`src/rtl/fdiv_iter.sv`:
```
// rtl/fdiv_iter.sv - iterative radix-2 restoring floating-point divider
// Y = A / B with valid/ready handshake, RNE rounding, flush-to-zero, error/overflow flags.
module fdiv_iter #(
    parameter int EXP_W = 8,
    parameter int MAN_W = 23
) (
    input  logic                     clk,
    input  logic                     rst,
    input  logic                     in_valid,
    output logic                     in_ready,
    input  logic [EXP_W+MAN_W:0]     A,
    input  logic [EXP_W+MAN_W:0]     B,
    output logic                     out_valid,
    input  logic                     out_ready,
    output logic [EXP_W+MAN_W:0]     Y,
    output logic                     error,
    output logic                     overflow
);
    localparam int W  = 1 + EXP_W + MAN_W;
    localparam int QW = MAN_W + 3;
    localparam int RW = MAN_W + 2;
    localparam int EW = EXP_W + 2;
    localparam int CW = $clog2(MAN_W + 4);
    localparam logic signed [EW-1:0] BIAS = EW'((1 << (EXP_W - 1)) - 1);
    localparam logic signed [EW-1:0] EMAX = EW'((1 << EXP_W) - 1);

    typedef enum logic [1:0] {S_IDLE, S_DIV, S_NORM, S_DONE} state_t;

    state_t          r_state, w_next;
    logic [W-1:0]    r_a, r_b, r_y;
    logic            r_err, r_ovf;
    logic [RW-1:0]   r_rem;
    logic [QW-1:0]   r_q;
    logic [CW-1:0]   r_cnt;

    // {nan, inf, zero}; exp==0 counts as zero regardless of fraction
    function automatic logic [2:0] classify(input logic [W-1:0] x);
        logic e_ones, e_zero, f_zero;
        e_ones = &x[W-2:MAN_W];
        e_zero = ~|x[W-2:MAN_W];
        f_zero = ~|x[MAN_W-1:0];
        return {e_ones & ~f_zero, e_ones & f_zero, e_zero};
    endfunction

    logic [2:0] w_in_ca, w_in_cb, w_ca, w_cb;
    logic       w_in_special;
    assign w_in_ca      = classify(A);
    assign w_in_cb      = classify(B);
    assign w_in_special = |{w_in_ca, w_in_cb};
    assign w_ca         = classify(r_a);
    assign w_cb         = classify(r_b);

    logic [RW-1:0] w_mb, w_diff, w_sel, w_rem_next;
    logic          w_qbit;
    assign w_mb       = {1'b0, 1'b1, r_b[MAN_W-1:0]};
    assign w_qbit     = (r_rem >= w_mb);
    assign w_diff     = r_rem - w_mb;
    assign w_sel      = w_qbit ? w_diff : r_rem;
    assign w_rem_next = {w_sel[RW-2:0], 1'b0};

    // quotient is in (0.5, 2): keep leading one, MAN_W fraction bits and a guard bit
    logic                 w_top, w_sticky, w_rup, w_carry, w_s;
    logic [RW-1:0]        w_mant;
    logic [MAN_W+1:0]     w_sum;
    logic [MAN_W-1:0]     w_frac;
    logic signed [EW-1:0] w_e;
    assign w_top    = r_q[QW-1];
    assign w_mant   = w_top ? r_q[QW-1:1] : r_q[QW-2:0];
    assign w_sticky = (|r_rem) | (w_top & r_q[0]);
    assign w_rup    = w_mant[0] & (w_sticky | w_mant[1]);
    assign w_sum    = {1'b0, w_mant[RW-1:1]} + (MAN_W+2)'(w_rup);
    assign w_carry  = w_sum[MAN_W+1];
    assign w_frac   = w_carry ? w_sum[MAN_W:1] : w_sum[MAN_W-1:0];
    assign w_e      = $signed({2'b00, r_a[W-2:MAN_W]}) - $signed({2'b00, r_b[W-2:MAN_W]})
                    + BIAS - $signed(EW'(!w_top)) + $signed(EW'(w_carry));
    assign w_s      = r_a[W-1] ^ r_b[W-1];

    logic [W-1:0] w_y, w_inf, w_nan, w_zero;
    logic         w_err, w_ovf;
    assign w_inf  = {w_s, {EXP_W{1'b1}}, {MAN_W{1'b0}}};
    assign w_nan  = {w_s, {EXP_W{1'b1}}, 1'b1, {(MAN_W-1){1'b0}}};
    assign w_zero = {w_s, {(W-1){1'b0}}};

    always_comb begin
        w_y   = {w_s, w_e[EXP_W-1:0], w_frac};
        w_err = 1'b0;
        w_ovf = 1'b0;
        if (w_ca[2] || w_cb[2] || (w_ca[0] && w_cb[0]) || (w_ca[1] && w_cb[1])) begin
            w_y   = w_nan;
            w_err = 1'b1;
        end else if (w_ca[1]) begin
            w_y = w_inf;
        end else if (w_cb[0]) begin
            w_y   = w_inf;
            w_err = 1'b1;
        end else if (w_ca[0] || w_cb[1]) begin
            w_y = w_zero;
        end else if (w_e >= EMAX) begin
            w_y   = w_inf;
            w_ovf = 1'b1;
        end else if (w_e <= 0) begin
            w_y = w_zero;
        end
    end

    // specials bypass the iteration and resolve through NORM one edge after accept
    always_comb begin
        w_next = r_state;
        case (r_state)
            S_IDLE: if (in_valid) w_next = w_in_special ? S_NORM : S_DIV;
            S_DIV:  if (r_cnt == CW'(1)) w_next = S_NORM;
            S_NORM: w_next = S_DONE;
            S_DONE: if (out_ready) w_next = S_IDLE;
            default: w_next = S_IDLE;
        endcase
    end

    always_ff @(posedge clk) begin
        if (rst) begin
            r_state <= S_IDLE;
            r_a     <= '0;
            r_b     <= '0;
            r_y     <= '0;
            r_err   <= 1'b0;
            r_ovf   <= 1'b0;
            r_rem   <= '0;
            r_q     <= '0;
            r_cnt   <= '0;
        end else begin
            r_state <= w_next;
            case (r_state)
                S_IDLE: if (in_valid) begin
                    r_a   <= A;
                    r_b   <= B;
                    r_rem <= {1'b0, 1'b1, A[MAN_W-1:0]};
                    r_q   <= '0;
                    r_cnt <= CW'(QW);
                end
                S_DIV: begin
                    r_rem <= w_rem_next;
                    r_q   <= {r_q[QW-2:0], w_qbit};
                    r_cnt <= r_cnt - CW'(1);
                end
                S_NORM: begin
                    r_y   <= w_y;
                    r_err <= w_err;
                    r_ovf <= w_ovf;
                end
                default: ;
            endcase
        end
    end

    assign in_ready  = (r_state == S_IDLE);
    assign out_valid = (r_state == S_DONE);
    assign Y         = r_y;
    assign error     = r_err;
    assign overflow  = r_ovf;
endmodule
```
`config.mk`:
```
export PLATFORM = sky130hd
export DESIGN_NAME = fdiv_iter
export DESIGN_NICKNAME = d
export VERILOG_FILES = /design/src/rtl/fdiv_iter.sv
export SDC_FILE = /design/constraint.sdc
export NUM_CORES = 1
export LEC_CHECK = 0
export BUFFER_PORTS_ARGS = -buffer_cell sky130_fd_sc_hd__buf_2
export CORE_MARGIN = 4
export CORE_UTILIZATION = 45
export DETAILED_ROUTE_END_ITERATION = 8
export PLACE_DENSITY = 0.73
export SLEW_MARGIN = 20
export SYNTH_ARGS = -nofsm -noshare
export SYNTH_HDL_FRONTEND = slang
export SYNTH_SLANG_ARGS = --single-unit
```
`constraint.sdc`:
```
create_clock -name clk -period 9.7 [get_ports clk]
set_input_delay 0 -clock clk [delete_from_list [all_inputs] [get_ports clk]]
set_output_delay 0 -clock clk [all_outputs]
set_load 0.05 [all_outputs]
```
==> metrics.txt, run 1 <==
status finished clean; synthesis-to-layout area growth 20.3%; Nets 1,418; cts bufs inserted 17; Yosys top cell by area dfxtp_1; CP max stage cell buf_4; CTS-repair resized insts 0; simple-gate portion of the synthesized area 21.5%; Reg2Reg Launch Point r_q[25]$_SDFFE_PP0P_; CP max FO 61; average routed wire per standard cell 15.5 um; post-synthesis async set-or-reset flop share 0%; placed cell areas 0.00986 sq mm; post-DP HPWL 16,800 um; PD cells 325 mW/mm^2; Worst Skew 0.0104 ns; root buf cell clkbuf_16; Final min period 6.00 ns; layout cells sized above 1 13.5%; setup tns final 0 ns; deepest clock path buffer count 2; largest stage delay on the critical path 0.49 ns; met1 Usage GRT 28.8%; drt total wl 24,500 um; clock-pin slew on the worst setup and hold paths 0.06 ns; GRT met2 Usage 35.4%; Yosys Warn Count 0; initial antenna violation count 0; row cnt 52; postcts setup bufs 0; first-pass GRT wire length 40,300 um; Mapped Avg Cell Area 7.84 sq um; Synth Register Bits 156; via count 8,862; crit path from r_q[25]$_SDFFE_PP0P_; Pre-antenna DRT Iters 5; fraction of synthesized cell area in xor and xnor cells 3.97%; busiest grt layer met2; min-delay src in_valid; grt met3 use 3.80%; # diodes 0; relative slew slack 38.7%; crit-path cells buf_4, nand2_1, a21boi_0, ha_1, nand3_1, a211oi_2, nand4_2, nor2_4, nand2_1, nand2_1, o21ai_0, ha_1, a31o_2, ha_1, fa_1, a211o_1, and2_1, a311oi_2, or4_4, nand3_2, nor4b_2, and3_1, a32o_1; register area share after synthesis 33.7%; fillcell total 1,804; CP endpoint kind flop; synth unique cells 81; FMAX 167 MHz; final setup violating endpoints 0; DIE AREA 0.0229 sq mm; RePlAce Congestion 0.921; worst reg-to-reg path cell count 23; fin area 0.0111 sq mm; 1st-iter DRT viols 547; post-route ant nets 0; worst-margin pin slew 0.920 ns; Main synth FF type dfxtp_1; die height 151 um; I/O Buffers 103; grt total ovfl 0; vias per std cell 5.59; hold path cells 6; number of synthesized flops with an enable pin 0; Post-Syn Area 0.00926 sq mm; post-synthesis mux area share 3.05%; largest family of logic cells by synthesized area compound AO/OA/AOI/OAI gates; top-count cell post-synth nand2_1; Synth Area in Compound Gates 24.7%; Hold Path Class in2reg; total of max-cap violations 0; final hold violation count 0; Total GRT Usage 21.6%; largest net degree at the start of global routing 86; worst vdd ir 160 uV; Tcrit/Tclk final 61.8%; Final Max Tran Viols 0; post-synth top area share 33.7%; worst path required time 10.06 ns; Post-Syn Instances 1,181; Die Width 151 um; hold buffer count at cts 65; core area 0.0202 sq mm; Critical Path AT 6.36 ns; crit start category flop; Synth Area in Adders 6.87%; worst-skew pair later-pin latency 0.43 ns; CTS tree built; main area contributors after synthesis dfxtp_1 34%, nand2_1 7.9%, a21oi_1 6.5%; DRC viols 0; Leakage 0.00436 uW; RSZ-0062 raised after global routing no; Initial Util 45.7%; CTS H-tree lvls 4; Sink Count 156; IO Count 104; number of global-route vias before repair 8,378; synth cell count leaders 195 x nand2_1, 156 x dfxtp_1, 120 x a21oi_1; WS Path Type reg2reg; syn nets 1,298
-- report_power, final --
| group | switching [uW] | internal (uW) |
|---|---|---|
| Clock | 273 | 432 |
| Combinational | 1250 | 802 |
| Sequential | 104 | 754 |
| Total | 1630 | 1990 |
-- per-stage QoR --
step           cells  utilization [%]  setup slack, ns  total power (uW)  hold slack (ns)
3_5_place_dp    1487             48.7             3.81              2870            0.246
5_1_grt         1584             55.0             3.38              3910            0.198
6_report        1584             55.0             3.70              3620            0.158
4_1_cts         1584             55.0             3.76              3610            0.142
2_1_floorplan   1181                -             3.81              2480            0.136
3_3_place_gp    1487             48.7             4.04              2830            0.240
-- cell usage in the layout (no fill, tap or decap), types with 40 or more instances in the layout --
master         count
inv_1             65
nand2_1          194
dlygate4sd3_1     65
nor2_1            91
buf_2            102
o21ai_0           40
dfxtp_1          155
a22oi_1           49
a21oi_1          119
ha_1              46
-- path summary, 6_finish.rpt --
check,to,slack (ns)
hold / removal,r_cnt[0]$_SDFFE_PP0P_,0.16
hold reg to reg,Y[20]$_SDFFE_PP0P_,0.45
setup / recovery,Y[13]$_SDFFE_PP0P_,3.70
setup reg to reg,Y[13]$_SDFFE_PP0P_,3.70
-- critical path, delay by kind of cell, from the launching register on --
family	cells	cell delay (ns)
buffers and inverters	1	0.49
adders and majority gates	4	1.07
DFF	1	0.33
and+or+nand+nor	11	2.23
AOI/OAI and AO/OA	7	1.80
-- kinds of logic (layout without fill, tap and decap cells) --
kind of cell	count (synthesis)	count (layout)
xor gates and xnor gates	42	42
AOI/OAI and AO/OA	340	340
adders and majority gates	49	49
DFF	156	156
and+or+nand+nor	428	428
muxes	28	28
buffers and inverters	138	271
-- state kept, by name (all words and copies together) (netlist names) --
signal    count
r_a          32
r_rem        25
r_state       2
Y            32
r_q          26
overflow      1
error         1
r_b          32
r_cnt         5
-- area by class of cell --
cell class	count	area, sq um	share of cell area, %
clock buffers	19	433	3.89
clock inverters	13	190	1.71
inverters	65	244	2.19
multi-input cells	887	5590	50.2
flip-flops and latches	156	3120	28.1
well taps	270	338	3.03
repair buffers	174	1210	10.9
-- per-layer routing --
layer | vias to the layer above | share of wire, %
li1 | 4479 | -
met1 | 4095 | 46
met2 | 250 | 46
met3 | 38 | 5.4
met4 | 0 | 2.1
met5 | - | 0
(Power assumes the default switching activity.)
==> inputs of run 2 (changes only) <==
==> constraint.sdc (replaced) <==
create_clock -name clk -period 5.66 [get_ports clk]
set_input_delay 0 -clock clk [delete_from_list [all_inputs] [get_ports clk]]
set_output_delay 0 -clock clk [all_outputs]
set_load 0.05 [all_outputs]
==> run 2 against run 1 <==
  * Utilization is 0.19 points lower
  * Largest power group unchanged
  * Combinational power up 75%
  * Clock-buffer cell count shrank 1
  * Clock power is 49% higher
  * Wire length rose by 1.9%
==> metrics.txt, run 2 (synthesis results as in run 1) <==
Total GRT Usage 21.9%; FMAX 193 MHz; CP max FO 16; DRC viols 0; most common cell after layout, fill and taps aside nand2_1; CTS tree built; largest net degree at the start of global routing 80; RSZ-0062 raised after global routing no; Final min period 5.18 ns; first-pass GRT wire length 40,900 um; Finished Layout Cells 1,586; flop2flop setup slack 0.48 ns; average routed wire per standard cell 15.7 um; crit path from r_q[25]$_SDFFE_PP0P_; vias per std cell 5.62; via count 8,916; core area 0.0202 sq mm; number of global-route vias before repair 8,378; Critical Path AT 5.56 ns; final hold violation count 0; row cnt 52; reg-to-reg endpoint Y[13]$_SDFFE_PP0P_; grt total ovfl 0; Pre-antenna DRT Iters 7; worst-margin pin slew 0.920 ns; worst vdd ir 294 uV; DP Cell Count 1,489; setup tns final 0 ns; PD cells 550 mW/mm^2; total of max-cap violations 0; most frequent cells in the layout 193 x nand2_1, 155 x dfxtp_1, 119 x a21oi_1; layout cells sized above 1 14.0%; Tcrit/Tclk final 91.6%; cts bufs inserted 17; setup ws final 0.476 ns; Final Max Tran Viols 0; worst-skew pair later-pin latency 0.43 ns; RePlAce Congestion 0.911; synthesis-to-layout area growth 19.9%; Worst Skew 0.0121 ns; relative slew slack 38.7%; CTS H-tree lvls 4; DIE AREA 0.0229 sq mm; Nets 1,419; Reg2Reg Launch Point r_q[25]$_SDFFE_PP0P_; Sink Count 156; final setup violating endpoints 0; Hold Path Class in2reg; Leakage 0.00434 uW; Die Width 151 um; deepest clock path buffer count 2; CP endpoint kind flop; I/O Buffers 103; postcts setup bufs 0; worst reg-to-reg path cell count 22; drt total wl 24,900 um; fillcell total 1,873; worst slack at placement 0.190 ns; initial antenna violation count 0; Initial Util 45.7%; 1st-iter DRT viols 595; post-route ant nets 0; clock-pin slew on the worst setup and hold paths 0.06 ns; crit path to Y[13]$_SDFFE_PP0P_; crit start category flop; IO Count 104; die height 151 um; status finished clean; worst path required time 6.03 ns; WS Path Type reg2reg; post-DP HPWL 17,400 um; root buf cell clkbuf_16
-- run 2: worst max-delay path: stages (launching register included) --
cell	delay, ns
dfxtp_4	0.40
nand2b_4	0.16
a21boi_0	0.18
ha_1	0.25
nand3_1	0.18
a211oi_4	0.31
nand4_4	0.19
nor2_4	0.19
nand2_1	0.07
nand2_1	0.07
o21ai_0	0.08
ha_1	0.20
a31o_2	0.22
ha_1	0.20
fa_1	0.40
a211o_1	0.37
and2_1	0.17
a311oi_2	0.33
or4_4	0.20
nand3_2	0.09
nor4b_4	0.36
and3_4	0.32
a32o_1	0.17
-- run 2: timing repair --
action	in CTS	in global routing
gates resized for setup	0	8
hold buffers	64	0
endpoints found under the hold margin	85	0
endpoints found under the setup margin	0	30
-- run 2: layout make-up --
class | count | area, sq um | share of cell area (%)
Antenna cell | 1 | 2.50 | 0.0226
Tap cell | 270 | 338 | 3.04
Multi-Input combinational cell | 887 | 5630 | 50.7
Sequential cell | 156 | 3130 | 28.2
Clock buffer | 18 | 429 | 3.87
Clock inverter | 14 | 111 | 1.00
Timing Repair Buffer | 175 | 1220 | 11.0
Inverter | 65 | 244 | 2.20
-- run 2: layer usage --
layer	vias to the layer above	global-route usage [%]	wire (um)
li1	4460	-	-
met1	4125	29.1	11400
met2	292	36.0	11700
met3	39	4.04	1330
met4	0	7.34	517
met5	-	0	0
-- run 2: where the power goes --
part / internal (uW) / switching [uW] / total [uW]
sequential: 1290 / 182 / 1470
combinational: 1390 / 2190 / 3580
clock: 569 / 486 / 1050
-- run 2: how the worst min path moves through the flow --
stage                                        to  depth (start not counted)   from
after CTS                 overflow$_SDFFE_PP0P_                          2    rst
after detailed placement   r_b[14]$_SDFFE_PP0P_                          3  B[14]
after global placement     r_b[18]$_SDFFE_PP0P_                          3  B[18]
after global routing      r_cnt[0]$_SDFFE_PP0P_                          2    rst
after floorplan             r_a[0]$_SDFFE_PP0P_                          2   A[0]
final                     overflow$_SDFFE_PP0P_                          2    rst
-- run 2: metrics by stage --
step	instance area, sq um	utilization [%]	hold slack, ns	total power, uW
6_report	11100	54.8	0.0294	6110
5_1_grt	11100	54.8	0.0777	6610
4_1_cts	11000	54.6	0.0328	6050
3_5_place_dp	9870	48.8	0.246	4940
3_3_place_gp	9860	48.7	0.240	4870
2_1_floorplan	9260	-	0.136	4250
==> inputs of run 3 (changes only) <==
==> constraint.sdc (replaced) <==
create_clock -name clk -period 6.3 [get_ports clk]
set_input_delay 0 -clock clk [delete_from_list [all_inputs] [get_ports clk]]
set_output_delay 0 -clock clk [all_outputs]
set_load 0.05 [all_outputs]
==> run 3 against run 2 <==
  * Register-to-register slack better by 0.32 ns
  * Via count shrank 0.15%
  * Critical path depth is the same
  * Hold slack improved by 0.082 ns
  * Sequential cell count did not move
  * Maximum frequency decreased by 5.9%
  * Final cell count fell by 0.13%
  * Global-route usage fell by 0.13 points
  * Total power down 8.5%
  * Clock-buffer cell count unchanged
  * Utilization grew 0.15 points
  * Cell area up 0.27%
  * Largest power group unchanged
==> metrics.txt, run 3 (synthesis results as in run 1) <==
IO Count 104; CTS H-tree lvls 4; reg-to-reg endpoint Y[13]$_SDFFE_PP0P_; GRT met2 Usage 36.3%; final hold violation count 0; min-delay src rst; Critical Path AT 5.87 ns; hold slack 0.111 ns; Post-Route Utilization 55.0%; Nets 1,418; worst reg-to-reg path cell count 22; worst-margin pin slew 0.927 ns; post-route ant nets 0; clock-pin slew on the worst setup and hold paths 0.07 ns; FMAX 182 MHz; Hold Path Class in2reg; core area 0.0202 sq mm; CP max FO 21; met1 Usage GRT 28.4%; die height 151 um; first-pass GRT wire length 40,600 um; worst path required time 6.66 ns; setup tns final 0 ns; most frequent cells in the layout 194 x nand2_1, 155 x dfxtp_1, 119 x a21oi_1; CTS tree built; Die Width 151 um; total of max-cap violations 0; Reg2Reg Launch Point r_q[25]$_SDFFE_PP0P_; busiest grt layer met2; relative slew slack 38.0%; DRC viols 0; fin area 0.0111 sq mm; worst vdd ir 309 uV; DIE AREA 0.0229 sq mm; placed cell areas 0.00986 sq mm; cts bufs inserted 17; via count 8,903; Hold Path Sink r_q[9]$_SDFFE_PP0P_; deepest clock path buffer count 2; fillcell total 1,852; Tcrit/Tclk final 87.4%; Worst Skew 0.00927 ns; # diodes 0; RSZ-0062 raised after global routing no; Total GRT Usage 21.8%; CP endpoint kind flop; Initial Util 45.7%; status finished clean; largest net degree at the start of global routing 70; total power 5590 uW; PD cells 502 mW/mm^2; crit start category flop; final setup violating endpoints 0; 1st-iter DRT viols 621; drt total wl 24,800 um; post-DP HPWL 17,300 um; Final min period 5.51 ns; Sink Count 156; WS Path Type reg2reg; Leakage 0.00436 uW; Final Max Tran Viols 0; row cnt 52; Pre-antenna DRT Iters 6; hold path cells 2; average routed wire per standard cell 15.7 um; most common cell after layout, fill and taps aside nand2_1; postcts setup bufs 0; area of the multi-input gates 0.00559 sq mm; root buf cell clkbuf_16; grt total ovfl 0; layout cells sized above 1 13.7%; I/O Buffers 103; number of global-route vias before repair 8,340; Storage cell area 0.00312 sq mm; initial antenna violation count 0; vias per std cell 5.62; grt met3 use 4.46%; worst-skew pair later-pin latency 0.43 ns; synthesis-to-layout area growth 20.2%; flop2flop setup slack 0.79 ns; RePlAce Congestion 0.924
## run 3: where the power goes
group	total, uW	internal [uW]	switching (uW)
Combinational	3180	1240	1940
Clock	1090	664	423
Sequential	1320	1160	160
## run 3: critical path, cell delays in order (launching register included)
cell	delay, ns
dfxtp_2	0.58
nand2_1	0.09
a21boi_0	0.19
ha_1	0.23
nand3_1	0.14
a211oi_2	0.29
nand4_2	0.26
nor2_4	0.22
nand2_1	0.07
nand2_1	0.07
o21ai_0	0.08
ha_1	0.20
a31o_2	0.22
ha_1	0.20
fa_1	0.40
a211o_1	0.36
and2_1	0.16
a311oi_2	0.35
or4_4	0.20
nand3_2	0.07
nor4b_2	0.40
and3_1	0.45
a32o_1	0.23
## run 3: what timing repair did
item                      in CTS  in global routing
hold buffers                  64                  0
resized for setup              0                  0
hold endpoints to repair      84                  0
## run 3: final cells by class
cell class / count / share of cell area, %
Multi-Input combinational cell: 887 / 50.2
Sequential cell: 156 / 28.1
Tap cell: 270 / 3.04
Inverter: 65 / 2.19
Clock inverter: 14 / 1.72
Clock buffer: 18 / 3.86
Timing Repair Buffer: 174 / 10.9
## run 3: metal layers
metal  part of all wire, %  wire length [um]
met1                    45             11100
met2                    47             11600
met3                   6.3              1560
met4                   2.1               509
met5                     0                 0
## run 3: metrics by stage
| stage | setup WS, ns | instances |
|---|---|---|
| 2_1_floorplan | 0.407 | 1181 |
| 3_3_place_gp | 0.906 | 1488 |
| 3_5_place_dp | 0.791 | 1488 |
| 4_1_cts | 0.776 | 1584 |
| 5_1_grt | 0.364 | 1584 |
| 6_report | 0.791 | 1584 |
## run 3: how the worst max path moves through the flow
stage / startpoint / to / slack [ns]
after floorplan: r_q[25]$_SDFFE_PP0P_ / Y[21]$_SDFFE_PP0P_ / 0.41
after global placement: r_q[25]$_SDFFE_PP0P_ / Y[13]$_SDFFE_PP0P_ / 0.91
after detailed placement: r_q[25]$_SDFFE_PP0P_ / Y[13]$_SDFFE_PP0P_ / 0.79
after CTS: r_q[25]$_SDFFE_PP0P_ / Y[13]$_SDFFE_PP0P_ / 0.78
after global routing: r_q[25]$_SDFFE_PP0P_ / Y[13]$_SDFFE_PP0P_ / 0.36
final: r_q[25]$_SDFFE_PP0P_ / Y[13]$_SDFFE_PP0P_ / 0.79
